**config.mk**
```make
export PLATFORM = sky130hd
export DESIGN_NAME = control_unit_fsm
export DESIGN_NICKNAME = d
export VERILOG_FILES = /design/src/rtl/control_unit_fsm.sv
export SDC_FILE = /design/constraint.sdc
export NUM_CORES = 1
export LEC_CHECK = 0
export ABC_AREA = 1
export BUFFER_PORTS_ARGS = -buffer_cell sky130_fd_sc_hd__buf_2
export CAP_MARGIN = 20
export CORE_ASPECT_RATIO = 0.9
export CORE_MARGIN = 5
export CORE_UTILIZATION = 42
export CTS_BUF_LIST = sky130_fd_sc_hd__clkbuf_8
export DETAILED_ROUTE_END_ITERATION = 6
export PLACE_DENSITY = 0.63
export SYNTH_ARGS = -nofsm -noshare
export SYNTH_HDL_FRONTEND = slang
export SYNTH_SLANG_ARGS = --single-unit
export TNS_END_PERCENT = 100
```
**constraint.sdc**
```tcl
create_clock -name clk -period 3.3 [get_ports clk]
set_input_delay 0.66 -clock clk [delete_from_list [all_inputs] [get_ports clk]]
set_output_delay 0.66 -clock clk [all_outputs]
set_load 0.05 [all_outputs]
```
**src/rtl/control_unit_fsm.sv**
```systemverilog
// Multi-cycle control unit: FETCH/DECODE/EXEC/MEM/WB/HALT sequencer producing datapath
// strobes, ALU selects, overflow write suppression and a retired-instruction counter.
module control_unit_fsm (
    input  logic        clk,
    input  logic        reset,
    input  logic [3:0]  opcode,
    input  logic        Zero,
    input  logic        Negative,
    input  logic        Overflow,
    output logic        pc_load,
    output logic        write_en,
    output logic        CS,
    output logic        OE,
    output logic        RW_,
    output logic        rd_sel,
    output logic        rt_sel,
    output logic        data_in_sel,
    output logic        branch,
    output logic        jump,
    output logic [3:0]  alu_opcode,
    output logic        halted,
    output logic        ovf_sticky,
    output logic [2:0]  state,
    output logic [15:0] retired_count
);

    typedef enum logic [2:0] {
        S_FETCH  = 3'd0,
        S_DECODE = 3'd1,
        S_EXEC   = 3'd2,
        S_MEM    = 3'd3,
        S_WB     = 3'd4,
        S_HALT   = 3'd5
    } state_t;

    localparam logic [3:0] OP_ADDI = 4'h7;
    localparam logic [3:0] OP_LW   = 4'h8;
    localparam logic [3:0] OP_SW   = 4'h9;
    localparam logic [3:0] OP_BEQ  = 4'hA;
    localparam logic [3:0] OP_BLT  = 4'hB;
    localparam logic [3:0] OP_JMP  = 4'hC;
    localparam logic [3:0] OP_HALT = 4'hD;

    state_t      state_q;
    state_t      state_d;
    logic [3:0]  op_q;
    logic        ovf_q;
    logic        sticky_q;
    logic [15:0] count_q;
    logic        count_inc;

    logic is_rtype, is_addi, is_lw, is_sw, is_beq, is_blt, is_jmp, is_ovf_op, is_flow;

    assign is_rtype  = (op_q <= 4'd6);
    assign is_addi   = (op_q == OP_ADDI);
    assign is_lw     = (op_q == OP_LW);
    assign is_sw     = (op_q == OP_SW);
    assign is_beq    = (op_q == OP_BEQ);
    assign is_blt    = (op_q == OP_BLT);
    assign is_jmp    = (op_q == OP_JMP);
    assign is_ovf_op = (op_q == 4'd0) || (op_q == 4'd1) || is_addi;
    // Branch, jump and NOP retire straight out of EXEC.
    assign is_flow   = (op_q >= OP_BEQ);

    // All outputs are gated by reset so no strobe fires in a reset cycle.
    always_comb begin
        state_d     = S_FETCH;
        count_inc   = 1'b0;
        pc_load     = 1'b0;
        write_en    = 1'b0;
        CS          = 1'b0;
        OE          = 1'b0;
        RW_         = 1'b1;
        rd_sel      = 1'b0;
        rt_sel      = 1'b0;
        data_in_sel = 1'b0;
        branch      = 1'b0;
        jump        = 1'b0;
        alu_opcode  = 4'd0;
        if (!reset) begin
            OE = (state_q != S_HALT);
            if (state_q == S_DECODE || state_q == S_EXEC || state_q == S_MEM || state_q == S_WB) begin
                rd_sel      = is_rtype;
                rt_sel      = is_addi || is_lw || is_sw;
                data_in_sel = !is_lw;
                if (is_rtype)
                    alu_opcode = op_q;
                else if (is_beq || is_blt)
                    alu_opcode = 4'd1;
            end
            case (state_q)
                S_FETCH:  state_d = S_DECODE;
                S_DECODE: begin
                    // The HALT decision uses the live opcode; op_q is loaded on this edge.
                    if (opcode == OP_HALT) begin
                        state_d   = S_HALT;
                        count_inc = 1'b1;
                    end else begin
                        state_d = S_EXEC;
                    end
                end
                S_EXEC: begin
                    branch = (is_beq && Zero) || (is_blt && Negative);
                    jump   = is_jmp;
                    if (is_rtype || is_addi)
                        state_d = S_WB;
                    else if (is_lw || is_sw)
                        state_d = S_MEM;
                    else begin
                        state_d = S_FETCH;
                        pc_load = is_flow;
                    end
                end
                S_MEM: begin
                    CS  = is_lw || is_sw;
                    RW_ = !is_sw;
                    if (is_lw)
                        state_d = S_WB;
                    else begin
                        state_d = S_FETCH;
                        pc_load = is_sw;
                    end
                end
                S_WB: begin
                    CS       = is_lw;
                    write_en = !ovf_q;
                    pc_load  = 1'b1;
                    state_d  = S_FETCH;
                end
                S_HALT:  state_d = S_HALT;
                default: state_d = S_FETCH;
            endcase
            if (pc_load)
                count_inc = 1'b1;
        end
        state         = reset ? S_FETCH : state_q;
        halted        = !reset && (state_q == S_HALT);
        ovf_sticky    = !reset && sticky_q;
        retired_count = reset ? 16'd0 : count_q;
    end

    always_ff @(posedge clk) begin
        if (reset) begin
            state_q  <= S_FETCH;
            op_q     <= 4'd0;
            ovf_q    <= 1'b0;
            sticky_q <= 1'b0;
            count_q  <= 16'd0;
        end else begin
            state_q <= state_d;
            if (state_q == S_DECODE)
                op_q <= opcode;
            if (state_q == S_EXEC)
                ovf_q <= is_ovf_op && Overflow;
            if (state_q == S_WB && ovf_q)
                sticky_q <= 1'b1;
            if (count_inc)
                count_q <= count_q + 16'd1;
        end
    end

endmodule

```
==> results.py, run 1 <==
metrics = {
    "synth": {
        "ys_seq_area_share_pct": 29.0,
        "synth_cell_type_count": 36,
        "ys_async_sr_fraction_pct": 0,
        "ys_ff_latch": 25,
        "synthFlopType": "dfxtp_1",
        "synth.largest_area_cell": "dfxtp_1",
        "synth-edff-count": 0,
        "syn_inst": 274,
        "syn-num-nets": 284,
        "yosys_warnings": 0,
        "synthTopCellsByArea": "dfxtp_1, nand2_1, nor2_1",
        "synth.most_common_cell": "nand2_1",
        "synth_commonest_cells": "nand2_1, nor2_1, inv_1, dfxtp_1, a21oi_1",
        "syn_avg_cell_area_um2": 6.30,
        "syn_area_mm2": 0.00173,
        "synth_top_area_share_pct": 29.0,
    },
    "clock_network": {
        "cts_made_buffers": 3,
        "clk_pin_slew_ps": 90,
        "numClockSinks": 25,
        "clk-insertion-delay-late_ps": 280,
        "cts_setup_buffers": 0,
        "cts_hold_buffers": 0,
        "ctsResizeCount": 0,
        "cts_root_buf": "clkbuf_8",
        "h-tree-depth": 1,
        "cts_tree": "yes",
        "clk_path_buf_depth": 2,
    },
    "routing": {
        "wl_per_cell_um": 11.4,
        "drc": 0,
        "postRouteAntennaNets": 0,
        "vias": 1784,
        "first_pass_iters": 4,
        "routed_wl_um": 4100,
        "dr.first_iter.drc_count": 148,
        "drt-vias-per-instance": 4.94,
    },
    "grt": {
        "grt_overflow": 0,
        "antenna_found_initial": 0,
        "grt_pass1_wl_um": 7110,
        "grt_start_max_net_pins": 34,
        "grt_pass1_vias": 1531,
        "grtUsageTotal_pct": 15.5,
    },
    "timing": {
        "fin_crit_sh_pct": 78.1,
        "fin_worst_skew_ps": 8.56,
        "finalSetupViolations": 0,
        "tns_ps": 0,
        "maxSlewViolCount": 0,
        "setup_slack_ps": 723,
        "rsz0062_at_grt": "no",
        "period_minus_slack_ps": 2580,
        "hold_viol_final": 0,
        "fmax_mhz": 388,
    },
    "power": {
        "p_per_area_mw_per_mm2": 362,
        "power_leakage_nw": 0.908,
        "vdd.ir_drop.worst_mv": 0.215,
    },
    "run": {
        "drv_cap": 0,
    },
    "worst_setup_path": {
        "crit_chain": "nor2_1, nand2_1, inv_2, o21ai_1, or2_2, o32ai_1, buf_2",
        "required_ps": 2640,
        "critPathMaxStageDelay_ps": 370,
        "endpoint_kind": "output port",
        "critPathKind": "flip-flop to output port",
        "crit_fanout": 5,
        "start_kind": "flip-flop",
        "crit_arrival_ps": 1920,
        "cp_slowest_cell": "dfxtp_1",
    },
    "floorplanning": {
        "io_pins": 44,
        "dieHeight_um": 70.8,
        "num_rows": 22,
        "die_x_um": 77.6,
        "core-area_mm2": 0.00402,
        "dieArea_mm2": 0.00549,
        "initial_core_util_pct": 42.9,
    },
    "place": {
        "gp_congestion": 0.798,
        "dp_hpwl_um": 3180,
        "portBuffers": 42,
        "post-place-ws_ps": 914,
    },
    "cells_and_area": {
        "nets": 324,
        "layout-drive-gt1-share_pct": 24.6,
        "diodes": 0,
        "syn2layout_area_growth_pct": 15.8,
    },
    "min_path": {
        "worstHoldPathType": "flip-flop to flip-flop",
    },
    "status": {
        "status": "completed",
    },
}
-- layout make-up --
| cell class | count | area (um2) |
|---|---|---|
| fillers | 462 | 2020 |
| multi-input cells | 197 | 1000 |
| flip-flops and latches | 25 | 500 |
| repair buffers | 44 | 225 |
| inverters | 43 | 161 |
| well taps | 48 | 60.1 |
| clock buffers | 3 | 41.3 |
| clock inverters | 1 | 5.00 |
-- final timing paths --
check	start	to	slack, ps	cells past startpoint
max	state_q[0]	alu_opcode[0]	720	7
min	sticky_q	sticky_q	460	2
max reg2reg	state_q[2]	count_q[5]	1560	6
min reg2reg	sticky_q	sticky_q	460	2
-- kinds of logic (layout without fill, tap and decap cells) --
kind of cell	after synthesis	count (layout)	share of synthesized area (%)
buffers and inverters	52	91	12.8
AOI/OAI and AO/OA	36	36	12.1
and+or+nand+nor	158	158	44.7
other	1	1	0.217
xor gates and xnor gates	1	1	0.508
adders and majority gates	1	1	0.725
DFF	25	25	29.0
-- cells in the final DEF, fill, tap and decap left out, types with 2 or more instances in the layout --
| master | count |
|---|---|
| buf_2 | 42 |
| nand2_2 | 2 |
| a21oi_2 | 4 |
| inv_2 | 3 |
| nor2_1 | 53 |
| nand3_1 | 10 |
| nor2_2 | 2 |
| nor3_1 | 6 |
| inv_1 | 39 |
| a21oi_1 | 16 |
| buf_4 | 2 |
| a211oi_1 | 2 |
| clkbuf_8 | 3 |
| nand4_1 | 4 |
| nor2_4 | 2 |
| nand2_1 | 60 |
| o21ai_1 | 2 |
| o21ai_0 | 9 |
| nand3_2 | 12 |
| dfxtp_1 | 25 |
-- worst max-delay path, delay by kind of cell, from the launching register on --
kind / cells / cell delay (ps)
DFF: 1 / 370
buffers and inverters: 2 / 440
and+or+nand+nor: 3 / 580
AOI/OAI and AO/OA: 2 / 250
-- registers in the layout, summed over array words and instances, names as in the netlist --
signal	flops
op_q	4
state_q	3
count_q	16
sticky_q	1
ovf_q	1
-- routing by layer --
metal / wire length (um) / vias to the layer above / track usage, %
li1: - / 936 / -
met1: 2100 / 806 / 23.1
met2: 1760 / 38 / 22.4
met3: 197 / 4 / 3.94
met4: 41 / 0 / 3.44
met5: 0 / - / 0
-- metrics by stage --
step | hold slack [ps] | std cells | total power [mW] | instance area, um2 | util [%]
after detailed placement | 452 | 357 | 0.546 | 1950 | 48.6
final | 461 | 361 | 0.723 | 2000 | 49.7
after global routing | 498 | 361 | 0.767 | 2000 | 49.7
after global placement | 446 | 357 | 0.547 | 1950 | 48.6
after CTS | 465 | 361 | 0.733 | 2000 | 49.7
after floorplan | 436 | 274 | 0.505 | 1730 | -
-- report_power, final --
group          internal [mW]  switching [mW]  total [mW]
Combinational         0.0494           0.151       0.200
Sequential             0.318          0.0214       0.339
Clock                 0.0846          0.0989       0.184
Total                  0.452           0.271       0.723
Power figures use the tool's default switching activity.
==> run 2: changes to the inputs <==
--- a/config.mk
+++ b/config.mk
@@ -13,7 +13,7 @@
 export CORE_UTILIZATION = 42
 export CTS_BUF_LIST = sky130_fd_sc_hd__clkbuf_8
 export DETAILED_ROUTE_END_ITERATION = 6
-export PLACE_DENSITY = 0.63
+export PLACE_DENSITY = 0.65
 export SYNTH_ARGS = -nofsm -noshare
 export SYNTH_HDL_FRONTEND = slang
 export SYNTH_SLANG_ARGS = --single-unit
==> constraint.sdc (replaced) <==
create_clock -name clk -period 2.2 [get_ports clk]
set_input_delay 0.44 -clock clk [delete_from_list [all_inputs] [get_ports clk]]
set_output_delay 0.44 -clock clk [all_outputs]
set_load 0.05 [all_outputs]
==> run 2 against run 1 <==
Clock power increased by 48%. Setup slack worse by 610 ps. Sequential power increased by 50%. Core utilization increased by 2.2 points. Register-to-register slack got worse by 1000 ps. Worst hold slack got worse by 23 ps. Power increased by 55%.
==> results.py, run 2 (synthesis gave the netlist of run 1 again) <==
metrics = {
    "status": {
        "status": "completed",
    },
    "grt": {
        "grt_pass1_vias": 1598,
        "grt_busiest_layer": "met2",
        "grt_overflow": 0,
        "grt_pass1_wl_um": 7160,
        "grtUsageTotal_pct": 15.6,
        "grt_start_max_net_pins": 34,
        "antenna_found_initial": 0,
        "grt_use_met2_pct": 24.7,
        "use_met3_pct": 3.69,
        "met1_usage_pct": 21.5,
    },
    "routing": {
        "drt-vias-per-instance": 4.87,
        "dr.first_iter.drc_count": 103,
        "first_pass_iters": 4,
        "postRouteAntennaNets": 0,
        "vias": 1772,
        "drc": 0,
        "routed_wl_um": 4220,
        "wl_per_cell_um": 11.6,
    },
    "power": {
        "power.switching_mw": 0.424,
        "seq_power_share_pct": 45.4,
        "vdd.ir_drop.worst_mv": 0.335,
        "p_per_area_mw_per_mm2": 536,
        "switching_share_pct": 37.9,
        "p_clk_share_pct": 24.4,
        "intPower_mw": 0.694,
        "p_total_mw": 1.12,
        "pwr-share-comb_pct": 30.2,
        "power_leakage_nw": 0.932,
    },
    "worst_setup_path": {
        "endpoint_kind": "output port",
        "critPathKind": "flip-flop to output port",
        "crit_arrival_ps": 1650,
        "required_ps": 1760,
        "crit_fanout": 5,
        "start_kind": "flip-flop",
    },
    "floorplanning": {
        "die_x_um": 77.6,
        "initial_core_util_pct": 42.9,
        "core-area_mm2": 0.00402,
        "io_pins": 44,
        "dieHeight_um": 70.8,
        "num_rows": 22,
        "dieArea_mm2": 0.00549,
    },
    "timing": {
        "fin_crit_sh_pct": 95.0,
        "maxSlewViolCount": 0,
        "period_minus_slack_ps": 2090,
        "finalSetupViolations": 0,
        "fmax_mhz": 478,
        "hold_viol_final": 0,
        "holdWs_ps": 438,
        "setup_slack_ps": 110,
        "fin_worst_skew_ps": 1.94,
        "rsz0062_at_grt": "no",
    },
    "cells_and_area": {
        "syn2layout_area_growth_pct": 21.0,
        "final_common_cell": "nand2_1",
        "largest_reg_flops": 16,
        "top_regs": "count_q (16), op_q (4), state_q (3)",
        "nets": 327,
        "layout_common_cells": "nand2_1, nor2_1, inv_1",
        "finalInstanceArea_mm2": 0.00209,
        "largest_register": "count_q",
        "layout-drive-gt1-share_pct": 27.8,
        "diodes": 0,
        "fillers": 443,
    },
    "place": {
        "post-place-ws_ps": 163,
        "post_dp_cell_area_mm2": 0.00200,
        "portBuffers": 42,
        "gp_congestion": 0.832,
        "dp_hpwl_um": 3190,
    },
    "clock_network": {
        "cts_root_buf": "clkbuf_8",
        "h-tree-depth": 1,
        "numClockSinks": 25,
        "clk-insertion-delay-late_ps": 270,
        "clk_path_buf_depth": 2,
        "cts_hold_buffers": 0,
        "clk_pin_slew_ps": 90,
        "cts_tree": "yes",
        "cts_made_buffers": 3,
    },
    "run": {
        "drv_cap": 0,
    },
    "min_path": {
        "worstHoldPathType": "primary input to flip-flop",
    },
}
run 2: metrics by stage:
| stage | cells | utilization, % | setup TNS [ps] |
|---|---|---|---|
| global placement | 359 | 49.8 | 0 |
| finish | 364 | 51.9 | 0 |
| CTS | 363 | 51.3 | 0 |
| global route | 364 | 51.9 | 0 |
| floorplan | 274 | - | -163 |
| detailed placement | 359 | 49.8 | 0 |
run 2: routing by layer:
| metal | vias up | part of all wire, % |
|---|---|---|
| li1 | 947 | - |
| met1 | 784 | 52 |
| met2 | 36 | 42 |
| met3 | 5 | 4.8 |
| met4 | 0 | 0.95 |
| met5 | - | 0 |
run 2: area by class of cell:
cell class	count	area, um2	area share [%]
tap	48	60.1	2.88
sequential	25	502	24.0
timing repair buffer	47	265	12.7
inverter	43	161	7.73
clock inverter	1	3.75	0.180
clock buffer	3	41.3	1.98
multi-input combinational	197	1050	50.5
run 2: what timing repair did:
action,CTS,global route
endpoints found under the hold margin,0,0
setup buffers,0,1
gates resized for setup,7,4
pin swaps,0,0
endpoints found under the setup margin,4,6
run 2: worst paths after layout:
kind | from | endpoint | slack, ps | cells after the start
max | state_q[0] | alu_opcode[2] | 110 | 7
min | opcode[0] | op_q[0] | 440 | 3
max reg2reg | state_q[2] | count_q[11] | 520 | 10
min reg2reg | sticky_q | sticky_q | 460 | 2
run 2: worst max-delay path, stage by stage (launching register included):
cell	delay [ps]
dfxtp_2	370
nor2_2	140
nand2_1	100
inv_2	100
o21ai_2	90
or2_4	260
nor2_1	100
buf_4	210
run 2: power groups by stage:
stage                     registers [mW]  clock network [mW]  logic [mW]
after detailed placement           0.515                   0       0.320
after global placement             0.515                   0       0.320
after CTS                          0.507               0.283       0.328
after global routing               0.513               0.300       0.370
final                              0.508               0.272       0.338
after floorplan                    0.511                   0       0.258
==> run 3: changes to the inputs <==
--- a/config.mk
+++ b/config.mk
@@ -14,6 +14,7 @@
 export CTS_BUF_LIST = sky130_fd_sc_hd__clkbuf_8
 export DETAILED_ROUTE_END_ITERATION = 6
 export PLACE_DENSITY = 0.65
+export RECOVER_POWER = 25
 export SYNTH_ARGS = -nofsm -noshare
 export SYNTH_HDL_FRONTEND = slang
 export SYNTH_SLANG_ARGS = --single-unit
==> run 3 against run 2 <==
Non-clock buffer count stayed put. Sequential share of layout area is 0.14 points higher. Clock power hardly changed. Flip-flop and latch count stayed put. Critical path depth stayed put. Clock skew hardly changed. Core utilization is 0.31 points lower. Wire length is 0.36% higher.
==> results.py, run 3 (synthesis gave the netlist of run 1 again) <==
metrics = {
    "floorplanning": {
        "dieArea_mm2": 0.00549,
        "core-area_mm2": 0.00402,
        "die_x_um": 77.6,
        "initial_core_util_pct": 42.9,
        "num_rows": 22,
        "io_pins": 44,
        "dieHeight_um": 70.8,
    },
    "timing": {
        "setup_slack_ps": 117,
        "fmax_mhz": 480,
        "maxSlewViolCount": 0,
        "finalSetupViolations": 0,
        "period_minus_slack_ps": 2080,
        "hold_viol_final": 0,
        "max_slew.worst_pin.slew_ps": 695,
        "fin_crit_sh_pct": 94.7,
        "max_slew_margin_pct": 53.7,
        "fin_worst_skew_ps": 2.44,
    },
    "routing": {
        "first_pass_iters": 4,
        "dr.first_iter.drc_count": 93,
        "wl_per_cell_um": 11.6,
        "drt-vias-per-instance": 4.84,
        "postRouteAntennaNets": 0,
        "routed_wl_um": 4230,
        "vias": 1761,
        "drc": 0,
    },
    "worst_setup_path": {
        "crit_chain": "nor2_2, nand2_1, inv_2, o21ai_2, or2_4, nor2_1, buf_4",
        "critPathMaxStageDelay_ps": 360,
        "cp_num_buf_inv": 2,
        "cp_slowest_cell": "dfxtp_2",
        "critPathTopFamily": "simple AND/OR/NAND/NOR gates",
        "endpoint_kind": "output port",
        "start_kind": "flip-flop",
        "required_ps": 1760,
        "critPathKind": "flip-flop to output port",
        "crit_fanout": 5,
        "crit_arrival_ps": 1640,
    },
    "clock_network": {
        "h-tree-depth": 1,
        "cts_hold_buffers": 0,
        "clk_path_buf_depth": 2,
        "numClockSinks": 25,
        "cts_root_buf": "clkbuf_8",
        "cts_tree": "yes",
        "clk-insertion-delay-late_ps": 270,
        "clk_pin_slew_ps": 90,
        "cts_made_buffers": 3,
    },
    "min_path": {
        "worstHoldPathType": "primary input to flip-flop",
    },
    "cells_and_area": {
        "layout-drive-gt1-share_pct": 26.9,
        "nets": 327,
        "final_common_cell": "nand2_1",
        "syn2layout_area_growth_pct": 20.2,
        "top_regs": "count_q (16), op_q (4), state_q (3)",
        "layout_common_cells": "nand2_1, nor2_1, inv_1",
        "largest_reg_flops": 16,
        "final_core_util_pct": 51.6,
        "diodes": 0,
        "fillers": 446,
        "largest_register": "count_q",
    },
    "power": {
        "p_per_area_mw_per_mm2": 535,
        "p_total_mw": 1.11,
        "power_leakage_nw": 0.929,
        "vdd.ir_drop.worst_mv": 0.335,
    },
    "place": {
        "post-place-ws_ps": 163,
        "portBuffers": 42,
        "gp_congestion": 0.832,
        "dp_hpwl_um": 3190,
    },
    "run": {
        "drv_cap": 0,
    },
    "grt": {
        "grt_pass1_wl_um": 7160,
        "grt_start_max_net_pins": 34,
        "grtUsageTotal_pct": 15.6,
        "antenna_found_initial": 0,
        "grt_overflow": 0,
        "grt_pass1_vias": 1598,
    },
    "status": {
        "status": "completed",
    },
}
[run 3: cell types whose count changed in the layout (fill, tap and decap cells not counted), sizes merged]
cell / before / now
clkbuf: 4 / 7
buf: 46 / 43
[run 3: layout make-up]
cell class                      instances  area (um2)  area share, %
Multi-Input combinational cell        197        1040           50.3
Sequential cell                        25         502           24.2
Timing Repair Buffer                   47         263           12.7
Inverter                               43         161           7.78
Tap cell                               48        60.1           2.90
Clock buffer                            3        41.3           1.99
Clock inverter                          1        3.75          0.181
[run 3: timing repair]
item	CTS	global route
buffers inserted	0	1
gates resized for setup	7	4
endpoints found under the setup margin	4	6
[run 3: per-stage QoR]
stage / setup TNS (ps) / hold WS, ps / std cells / instance area (um2)
after floorplan: -163 / 436 / 274 / 1760
after global placement: 0 / 445 / 359 / 2000
after detailed placement: 0 / 454 / 359 / 2000
after CTS: 0 / 429 / 363 / 2060
after global routing: -7.69 / 448 / 364 / 2070
final: 0 / 433 / 364 / 2070
[run 3: tightest hold or removal path, cell delays in order]
cell and delay [ps]:
buf_2 70, inv_1 50, a21oi_1 110
[run 3: layer usage]
layer	global-route usage (%)	vias to the layer above	part of all wire, %	routed length [um]
li1	-	947	-	-
met3	3.69	2	4.0	171
met4	3.44	0	0.66	28
met1	21.5	779	52	2210
met2	24.7	33	43	1820
met5	0	-	0	0
[run 3: final timing paths]
check	from	endpoint	slack [ps]	cells past startpoint
setup / recovery	state_q[0]	alu_opcode[2]	120	7
hold / removal	opcode[0]	op_q[0]	430	3
setup reg to reg	state_q[1]	count_q[11]	250	9
hold reg to reg	sticky_q	sticky_q	460	2
[run 3: power breakdown]
group	switching [mW]	internal (mW)	leakage (nW)	total, mW
combinational	0.243	0.0885	0.699	0.331
sequential	0.0304	0.477	0.203	0.508
clock	0.146	0.125	0.0269	0.271
